### config.mk
export PLATFORM = sky130hd
export DESIGN_NAME = scan_decoder
export DESIGN_NICKNAME = d
export VERILOG_FILES = /design/src/rtl/scan_decoder.sv
export SDC_FILE = /design/constraint.sdc
export NUM_CORES = 1
export LEC_CHECK = 0
export CAP_MARGIN = 20
export CORE_AREA = 5 5 53 55
export CTS_CLUSTER_SIZE = 28
export DETAILED_ROUTE_END_ITERATION = 6
export DIE_AREA = 0 0 58 60
export PLACE_DENSITY_LB_ADDON = 0.25
export SYNTH_ARGS = -nofsm -noshare
export SYNTH_HDL_FRONTEND = slang
export SYNTH_SLANG_ARGS = --single-unit
### constraint.sdc
create_clock -name CLK -period 3.7 [get_ports CLK]
set_input_delay 0.555 -clock CLK [delete_from_list [all_inputs] [get_ports CLK]]
set_output_delay 0.555 -clock CLK [all_outputs]
set_load 0.05 [all_outputs]
### src/rtl/scan_decoder.sv
// Active-low one-hot digit-select decoder with a three-input enable gate,
// registered outputs and an auto-scan sequencer for multiplexed display drive.
module scan_decoder #(
   parameter int SEL_W = 3,
   parameter int N_OUT = 8,
   parameter int DIV   = 4
) (
   input  logic             CLK,
   input  logic             RST_L,
   input  logic             G1,
   input  logic             G2A_L,
   input  logic             G2B_L,
   input  logic             MODE,
   input  logic [SEL_W-1:0] SEL,
   output logic [N_OUT-1:0] Y_L,
   output logic [SEL_W-1:0] IDX,
   output logic             WRAP
);

   localparam int               PRE_W    = (DIV > 1) ? $clog2(DIV) : 1;
   localparam logic [PRE_W-1:0] PRE_LAST = PRE_W'(DIV - 1);
   localparam logic [SEL_W-1:0] IDX_LAST = SEL_W'(N_OUT - 1);
   localparam logic [N_OUT-1:0] ALL_OFF  = '1;

   typedef enum logic {
      ST_DIRECT = 1'b0,
      ST_SCAN   = 1'b1
   } state_t;

   function automatic logic [N_OUT-1:0] decode_l(input logic [SEL_W-1:0] i);
      logic [N_OUT-1:0] r;
      r = ALL_OFF;
      for (int k = 0; k < N_OUT; k++) begin
         if (32'(i) == 32'(k)) r[k] = 1'b0;
      end
      return r;
   endfunction

   // Out-of-range selects blank the outputs rather than aliasing onto a pin.
   function automatic logic sel_in_range(input logic [SEL_W-1:0] s);
      return 32'(s) < 32'(N_OUT);
   endfunction

   function automatic logic [SEL_W-1:0] idx_step(input logic [SEL_W-1:0] i);
      return (i == IDX_LAST) ? '0 : i + SEL_W'(1);
   endfunction

   state_t           state_p0, state_nx;
   logic [PRE_W-1:0] presc_p0, presc_nx;
   logic [SEL_W-1:0] idx_p0,   idx_nx;
   logic [N_OUT-1:0] y_l_p0,   y_l_nx;
   logic             wrap_p0,  wrap_nx;
   logic             en;

   assign en = G1 & ~G2A_L & ~G2B_L;

   // Stage p0: next-state and next-output decision from the sampled inputs.
   always_comb begin
      state_nx = state_p0;
      presc_nx = presc_p0;
      idx_nx   = idx_p0;
      y_l_nx   = ALL_OFF;
      wrap_nx  = 1'b0;

      if (!MODE) begin
         state_nx = ST_DIRECT;
         presc_nx = '0;
         if (en && sel_in_range(SEL)) begin
            idx_nx = SEL;
            y_l_nx = decode_l(SEL);
         end
      end else if (state_p0 == ST_DIRECT) begin
         state_nx = ST_SCAN;
         presc_nx = '0;
         idx_nx   = '0;
         if (en) y_l_nx = decode_l('0);
      end else if (en) begin
         if (presc_p0 == PRE_LAST) begin
            presc_nx = '0;
            idx_nx   = idx_step(idx_p0);
            wrap_nx  = (idx_p0 == IDX_LAST);
         end else begin
            presc_nx = presc_p0 + PRE_W'(1);
         end
         y_l_nx = decode_l(idx_nx);
      end
   end

   always_ff @(posedge CLK or negedge RST_L) begin
      if (!RST_L) begin
         state_p0 <= ST_DIRECT;
         presc_p0 <= '0;
         idx_p0   <= '0;
         y_l_p0   <= ALL_OFF;
         wrap_p0  <= 1'b0;
      end else begin
         state_p0 <= state_nx;
         presc_p0 <= presc_nx;
         idx_p0   <= idx_nx;
         y_l_p0   <= y_l_nx;
         wrap_p0  <= wrap_nx;
      end
   end

   assign Y_L  = y_l_p0;
   assign IDX  = idx_p0;
   assign WRAP = wrap_p0;

endmodule

# Word-level counts from Yosys, hierarchy flattened
# Index checks and enable logic that the tools add are counted.
[totals]
ramBits = 0
latchBits = 0
regBits = 15
memories = 0
rom_bits = 0
out_inout_bits = 12
inputBits = 9
[classes]
multipliers = 0
n_bitwise = 4
n_eq_ne = 18
n_reduce_logical = 4
magnitude_cmp = 0
muxes = 39
n_div = 0
add_sub_neg = 2
shift = 0
[op_table]
columns = ["op", "n"]
rows = [
  ["$mux 8", 4],
  ["$eq 3x3->1 const B", 9],
  ["$mux 3", 9],
  ["$mux 1", 22],
  ["$eq 3x2->1 const B", 4],
  ["$mux 2", 4],
  ["$eq 3x1->1 const B", 2],
  ["$logic_not 3->1", 2],
  ["$add 3x1->3 const B", 1],
  ["$ne 3x2->1 const B", 1],
  ["$add 2x1->2 const B", 1],
  ["$and 1x1->1", 2],
  ["$eq 2x2->1 const B", 1],
  ["$ne 2x1->1 const B", 1],
  ["$not 1->1", 2],
  ["$reduce_and 2->1", 1],
  ["$reduce_bool 2->1", 1],
]

# Depth between registers and ports, before layout
# Gate-level depths: netlist of run 1.
[depth]
depth_word = 11
mapped_depth = 5
depth_no_buf = 5

# Least setup slack after synthesis of run 1
# Ideal clock, no wire load.
[synth_timing]
path_type = "flip-flop to flip-flop"
start = "reg idx_p0[1], in the netlist IDX[1]"
end = "reg y_l_p0[5], in the netlist Y_L[5]"
stages_incl_launch_ff = 6
setup_time_ps = 78
synth_period_minus_slack_ps = 2184
arrival_ps = 2106
slack_ps = 1516
n_path_buf = 0
cell_sequence = "dfrtp_1 > ha_1 > ha_1 > or4b_1 > a2111oi_0 > o21ba_1"
[synth_between]
elab_chain_cells = 11
word_cells_on_any_way = 12
[synth_lines]
columns = ["element", "line_no", "source"]
rows = [
  ["start: declaration", "50", "logic [SEL_W-1:0] idx_p0, idx_nx;"],
  ["start signal: assignment", "99", "idx_p0 <= idx_nx;"],
  ["$add 3x1->3 or $eq 3x3->1 (tied branches)", "45", "return (i == IDX_LAST) ? '0 : i + SEL_W'(1);"],
  ["$mux 3", "45", ""],
  ["$mux 3 *", "78", "if (presc_p0 == PRE_LAST) begin"],
  ["$mux 3 *", "77", "end else if (en) begin"],
  ["$mux 3 *", "72", "end else if (state_p0 == ST_DIRECT) begin"],
  ["$mux 3 *", "65", "if (!MODE) begin"],
  ["$eq 3x3->1 *", "34", "if (32'(i) == 32'(k)) r[k] = 1'b0;"],
  ["$mux 1 *", "34", ""],
  ["$mux 8 *", "77", ""],
  ["$mux 8 *", "72", ""],
  ["$mux 8 *", "65", ""],
  ["named net y_l_nx[5]", "51", "logic [N_OUT-1:0] y_l_p0, y_l_nx;"],
  ["end signal: assignment", "100", "y_l_p0 <= y_l_nx;"],
  ["end: declaration", "51", ""],
]
# The timed path passes the listed nets; every way through them passes the cells marked *. The select of a mux whose other input is x is not followed.
# A chain may end at the register's enable or synchronous reset.

# Final worst setup path of run 1
[layout_timing]
start = "reg idx_p0[0], in the netlist IDX[0]"
end = "out IDX[0]"
[layout_lines]
columns = ["element", "line_no", "source"]
rows = [
  ["end: declaration", "16", "output logic [SEL_W-1:0] IDX,"],
]
# No word-level cell between the ends.

==> results_dict.tcl, run 1 <==
set metrics [dict create \
    outcome "complete, no violations" \
    maxCapViolCount 0 \
    ctsResizeCount 0 \
    r2r-start "IDX[0]" \
    grt_pass1_wl_um 3230 \
    wl_per_cell_um 14.2 \
    skew_ns 0.00284 \
    end_kind "output pin" \
    syn_inst 86 \
    fmax_mhz 436 \
    grt_pass1_vias 705 \
    antenna_found_initial 0 \
    ys_warn_count 0 \
    drtIter0Drc 20 \
    clk_pin_slew_ns 0.10 \
    setup_viol_count_final 0 \
    cts_tree "yes" \
    cts_hold_buf 0 \
    grt_overflow_total 0 \
    grt_max_degree 16 \
    crit_arrival_ns 1.74 \
    slew_headroom 0.567 \
    rows 18 \
    crit_slowest_cell "clkdlybuf4s50_1" \
    vias_per_cell 5.65 \
    hold_start "presc_p0[1]" \
    firstDrtPassIters 5 \
    cts-buffers-inserted 3 \
    fp.dieH_um 60 \
    worstMarginPinSlew_ns 0.648 \
    numPortBuffers 20 \
    vias 769 \
    hold_path_end "presc_p0[1]" \
    initial_utilization 0.371 \
    rrSetupSlack_ns 1.43 \
    critical_path_buf_inv_count 1 \
    final_max_slew_viol_count 0 \
    worstPathMaxFanout 13 \
    fin_tns_setup_ns 0 \
    cts.htree.levels 1 \
    syn2layout_area_growth_pct 29.1 \
    leakage_uw 0.000393 \
    period_needed_ns 2.30 \
    cts-root-buf "clkbuf_4" \
    clockBufferDepth 2 \
    path_class "register to output pin" \
    dp_hpwl_um 1420 \
    hold_depth 2 \
    drive_gt1_frac 0.160 \
    post_cts_buffers 0 \
    hold_viol 0 \
    drt_wl_total_um 1930 \
    drc 0 \
    critPathTopFamily "buffers and inverters" \
    crit_path_start_kind "register" \
    yosysSeqAreaShare 0.443 \
    dieArea_um2 3480 \
    ant_nets 0 \
    power.total_uw 363 \
    p_per_area_nw_per_um2 323 \
    cpPeakStageDelay_ns 0.88 \
    reg2regPathDepth 5 \
    synth_seq_cells 15 \
    n_antenna_cell 0 \
    synthesis.area_um2 870 \
    rsz0062_at_grt "false" \
    coreArea_um2 2340 \
    hold_class "register to register" \
    insertion_delay_ns 0.29 \
    fin_crit_sh 0.620 \
    ir_drop_mv 0.155 \
    clock-sinks 15 \
    fin_util 0.479 \
    place.gp.congestion 0.784 \
    worstPathCellList "clkdlybuf4s50_1" \
    synth_nets 98 \
    die_x_um 58 \
    pin_count 21 \
    yosysUniqueCellTypes 34 \
    cp.required_ns 3.14 \
    track_usage 0.125 \
    syn_area_per_cell_um2 10.1 \
    timing.rr.end "Y_L[5]" \
    nets 119 \
]
## sequential cells by signal, summed over array words and instances, names as in the netlist
signal,flops
IDX,3
WRAP,1
Y_L,8
presc_p0,2
state_p0,1
## through the flow
| step | hold WS (ns) | setup WS (ns) | cells | instance area [um2] |
|---|---|---|---|---|
| 2_1_floorplan | 0.259 | 1.52 | 86 | 870 |
| 3_3_place_gp | 0.519 | 1.40 | 132 | 1090 |
| 3_5_place_dp | 0.524 | 1.35 | 132 | 1090 |
| 5_1_grt | 0.573 | 1.33 | 136 | 1120 |
| 4_1_cts | 0.537 | 1.41 | 136 | 1120 |
| 6_report | 0.536 | 1.41 | 136 | 1120 |
## how the worst max path moves through the flow
stage	start	end	slack, ns	cells past startpoint
detailed placement	MODE	IDX[1]	1.35	4
finish	IDX[0]	IDX[0]	1.41	1
global placement	MODE	IDX[1]	1.40	4
floorplan	IDX[1]	Y_L[5]	1.52	5
global route	IDX[0]	Y_L[5]	1.33	5
CTS	IDX[0]	IDX[0]	1.41	1
## metal layers
metal | up-vias | share of wire | global-route usage | wire length (um)
li1 | 367 | - | - | -
met4 | 0 | 0.017 | 0.0795 | 33
met3 | 4 | 0.051 | 0.0238 | 98
met1 | 376 | 0.45 | 0.158 | 871
met5 | - | 0 | 0 | 0
met2 | 22 | 0.48 | 0.194 | 923
## cell type report
class | instances | area [um2]
Inverter | 2 | 7.51
Multi-Input combinational cell | 64 | 457
Clock inverter | 1 | 5.00
Clock buffer | 3 | 22.5
Fill cell | 238 | 1220
Tap cell | 30 | 37.5
Timing Repair Buffer | 21 | 208
Sequential cell | 15 | 385
## power breakdown
part / switching [uW] / total [uW] / internal [uW]
Clock: 58.8 / 99.0 / 40.2
Combinational: 49.4 / 84.1 / 34.7
Sequential: 9.44 / 180 / 170
Total: 118 / 363 / 245
## synthesized netlist by cell type
library cell / n / area share
nor3_1: 6 / 0.035
dfrtp_1: 7 / 0.20
mux2i_1: 1 / 0.012
o21bai_1: 1 / 0.0086
ha_1: 3 / 0.043
buf_2: 1 / 0.0057
a2111oi_0: 2 / 0.020
mux2_2: 1 / 0.013
o21ba_1: 1 / 0.012
dfstp_2: 8 / 0.24
clkbuf_1: 4 / 0.017
o211ai_1: 1 / 0.0086
or4b_2: 1 / 0.012
nand3b_1: 2 / 0.017
a31o_2: 1 / 0.010
a21oi_1: 3 / 0.017
or3_1: 2 / 0.014
nand4bb_1: 1 / 0.013
nor3b_1: 2 / 0.017
o22ai_1: 3 / 0.022
nand4b_1: 1 / 0.010
o2111a_1: 1 / 0.013
o32a_1: 1 / 0.012
or3b_1: 3 / 0.030
o21ba_2: 1 / 0.012
o21ai_0: 7 / 0.040
nor2b_1: 2 / 0.014
a311oi_1: 1 / 0.010
a211oi_1: 4 / 0.035
a2bb2oi_1: 1 / 0.010
or4b_1: 1 / 0.012
nand2b_1: 4 / 0.029
nand2_1: 6 / 0.026
inv_1: 2 / 0.0086
## layout by cell type, fill, tap and decap left out, types with 2 or more instances in the layout
master / instances
clkdlybuf4s50_1: 20
dfstp_2: 8
dfrtp_1: 7
o21ai_0: 7
nor3_1: 6
nand2_1: 6
nand2b_1: 4
a211oi_1: 4
or3b_1: 3
o22ai_1: 3
a21oi_1: 3
ha_1: 3
clkbuf_4: 3
nor2b_1: 2
nor3b_1: 2
nand3b_1: 2
a2111oi_0: 2
or3_1: 2
inv_1: 2
## logic make-up (layout without fill, tap and decap cells)
kind of cell / count (synthesis) / after routing / synth area share
AND/OR/NAND/NOR: 31 / 31 / 0.229
AO/OA/AOI/OAI: 28 / 28 / 0.229
flip-flops: 15 / 15 / 0.443
buffers and inverters: 7 / 27 / 0.0316
adder cells (fa/ha/maj): 3 / 3 / 0.0432
multiplexers: 2 / 2 / 0.0245
(Power assumes the default switching activity.)
==> run 2: changes to the inputs <==
==> constraint.sdc (replaced) <==
create_clock -name CLK -period 2.25 [get_ports CLK]
set_input_delay 0.3375 -clock CLK [delete_from_list [all_inputs] [get_ports CLK]]
set_output_delay 0.3375 -clock CLK [all_outputs]
set_load 0.05 [all_outputs]
==> run 2 against run 1 <==
Against the previous run: power grew 64%; largest power group unchanged; routed wire length grew 5.7%; critical endpoint is now Y_L[5]; final cell count grew 2.2%; clock-buffer cell count grew 1.
==> results_dict.tcl, run 2 (synthesized netlist as in run 1, its figures left out) <==
set metrics [dict create \
    rsz0062_at_grt "false" \
    fin_tns_setup_ns 0 \
    cts_hold_buf 0 \
    period_needed_ns 2.08 \
    die_x_um 58 \
    crit_slowest_cell "or4b_1" \
    fmax_mhz 481 \
    track_usage 0.129 \
    cpPeakStageDelay_ns 0.53 \
    rows 18 \
    multi_input_area_um2 457 \
    crit_path_start_kind "register" \
    grt_pass1_vias 721 \
    cp.depth 5 \
    worstPathMaxFanout 8 \
    final_max_slew_viol_count 0 \
    cts-buffers-inserted 3 \
    crit_top_cell "ha_1" \
    ant_nets 0 \
    grt_overflow_total 0 \
    cts_tree "yes" \
    cts-root-buf "clkbuf_4" \
    syn2layout_area_growth_pct 31.5 \
    mostFrequentLayoutCells "clkdlybuf4s50_1, dfstp_2, dfrtp_1, o21ai_0" \
    drc 0 \
    drive_gt1_frac 0.174 \
    pin_count 21 \
    drtIter0Drc 12 \
    dp_hpwl_um 1540 \
    seqCellArea_um2 385 \
    leakage_uw 0.000406 \
    worstPathCellList "ha_1 -> ha_1 -> or4b_1 -> a2111oi_0 -> o21ba_1" \
    slew_headroom 0.583 \
    path_class "register to register" \
    largest_reg_flops 8 \
    fin_crit_sh 0.924 \
    firstDrtPassIters 4 \
    cts.htree.levels 1 \
    coreArea_um2 2340 \
    fin_util 0.488 \
    place.gp.congestion 0.913 \
    fill_cells 226 \
    critical_path_buf_inv_count 0 \
    setup_viol_count_final 0 \
    grt_pass1_wl_um 3310 \
    reg2regPathDepth 5 \
    nets 122 \
    fp.dieH_um 60 \
    wl_per_cell_um 14.7 \
    vias_per_cell 5.45 \
    end_kind "register" \
    numPortBuffers 20 \
    dieArea_um2 3480 \
    grt_max_degree 16 \
    final_common_cell "clkdlybuf4s50_1" \
    cp.required_ns 2.48 \
    post_cts_buffers 0 \
    maxCapViolCount 0 \
    skew_ns 0.0104 \
    antenna_found_initial 0 \
    vias 757 \
    n_antenna_cell 0 \
    drt_wl_total_um 2040 \
    clock-sinks 15 \
    outcome "complete, no violations" \
    hold_class "primary input to asynchronous set/reset pin" \
    crit_arrival_ns 2.31 \
    ir_drop_mv 0.342 \
    critPathTopFamily "compound AO/OA/AOI/OAI gates" \
    hold_viol 0 \
    clk_pin_slew_ns 0.09 \
    p_per_area_nw_per_um2 521 \
    initial_utilization 0.371 \
    clockBufferDepth 2 \
    insertion_delay_ns 0.29 \
    worstMarginPinSlew_ns 0.624 \
    ctsResizeCount 0 \
]
==> run 2: per-stage QoR <==
step | cells | setup WS, ns | hold WS [ns] | power, uW | area, um2
after floorplan | 86 | 0.0660 | 0.0419 | 384 | 870
after global placement | 135 | 0.256 | 0.522 | 443 | 1120
after detailed placement | 135 | 0.182 | 0.521 | 444 | 1120
after CTS | 139 | 0.185 | 0.451 | 601 | 1140
after global routing | 139 | 0.0983 | 0.519 | 623 | 1140
final | 139 | 0.172 | 0.426 | 596 | 1140
==> run 2: final cells by class <==
class                      instances  area share
clock buffer                       4      0.0230
multi-input combinational         64       0.399
inverter                           2     0.00656
tap                               30      0.0328
timing repair buffer              24       0.201
sequential                        15       0.337
==> run 2: final timing paths <==
kind	startpoint	endpoint	slack [ns]
min in group CLK	presc_p0[1]	presc_p0[1]	0.55
max in group asynchronous	RST_L	IDX[1]	1.41
worst min-delay path	RST_L	state_p0	0.43
worst max-delay path	IDX[1]	Y_L[5]	0.17
worst max register to register	IDX[1]	Y_L[5]	0.17
worst min register to register	presc_p0[1]	presc_p0[1]	0.55
==> run 2: worst reg2reg max path, delay by kind of cell, from the launching register on <==
family | cells | cell delay [ns]
simple gates | 1 | 0.53
compound gates | 2 | 0.58
flops | 1 | 0.47
fa+ha+maj | 2 | 0.44
==> run 2: per-layer routing <==
metal  GRT usage  vias up  wire length [um]
li1            -      375                 -
met1       0.159      360               897
met2       0.203       17               995
met3      0.0238        5                84
met4      0.0894        0                60
met5           0        -                 0
==> run 2: report_power, final <==
group	total, uW	leakage, uW	internal, uW	switching (uW)
registers	291	0.000177	280	10.8
clock network	157	0.0000150	68.9	88.3
logic	148	0.000214	60.8	87.2
==> run 3: changes to the inputs <==
--- a/config.mk
+++ b/config.mk
@@ -14,3 +14,4 @@
 export SYNTH_ARGS = -nofsm -noshare
 export SYNTH_HDL_FRONTEND = slang
 export SYNTH_SLANG_ARGS = --single-unit
+export TNS_END_PERCENT = 5
==> results of run 3 <==
Final layout, timing and power as in run 2 (identical DEF).
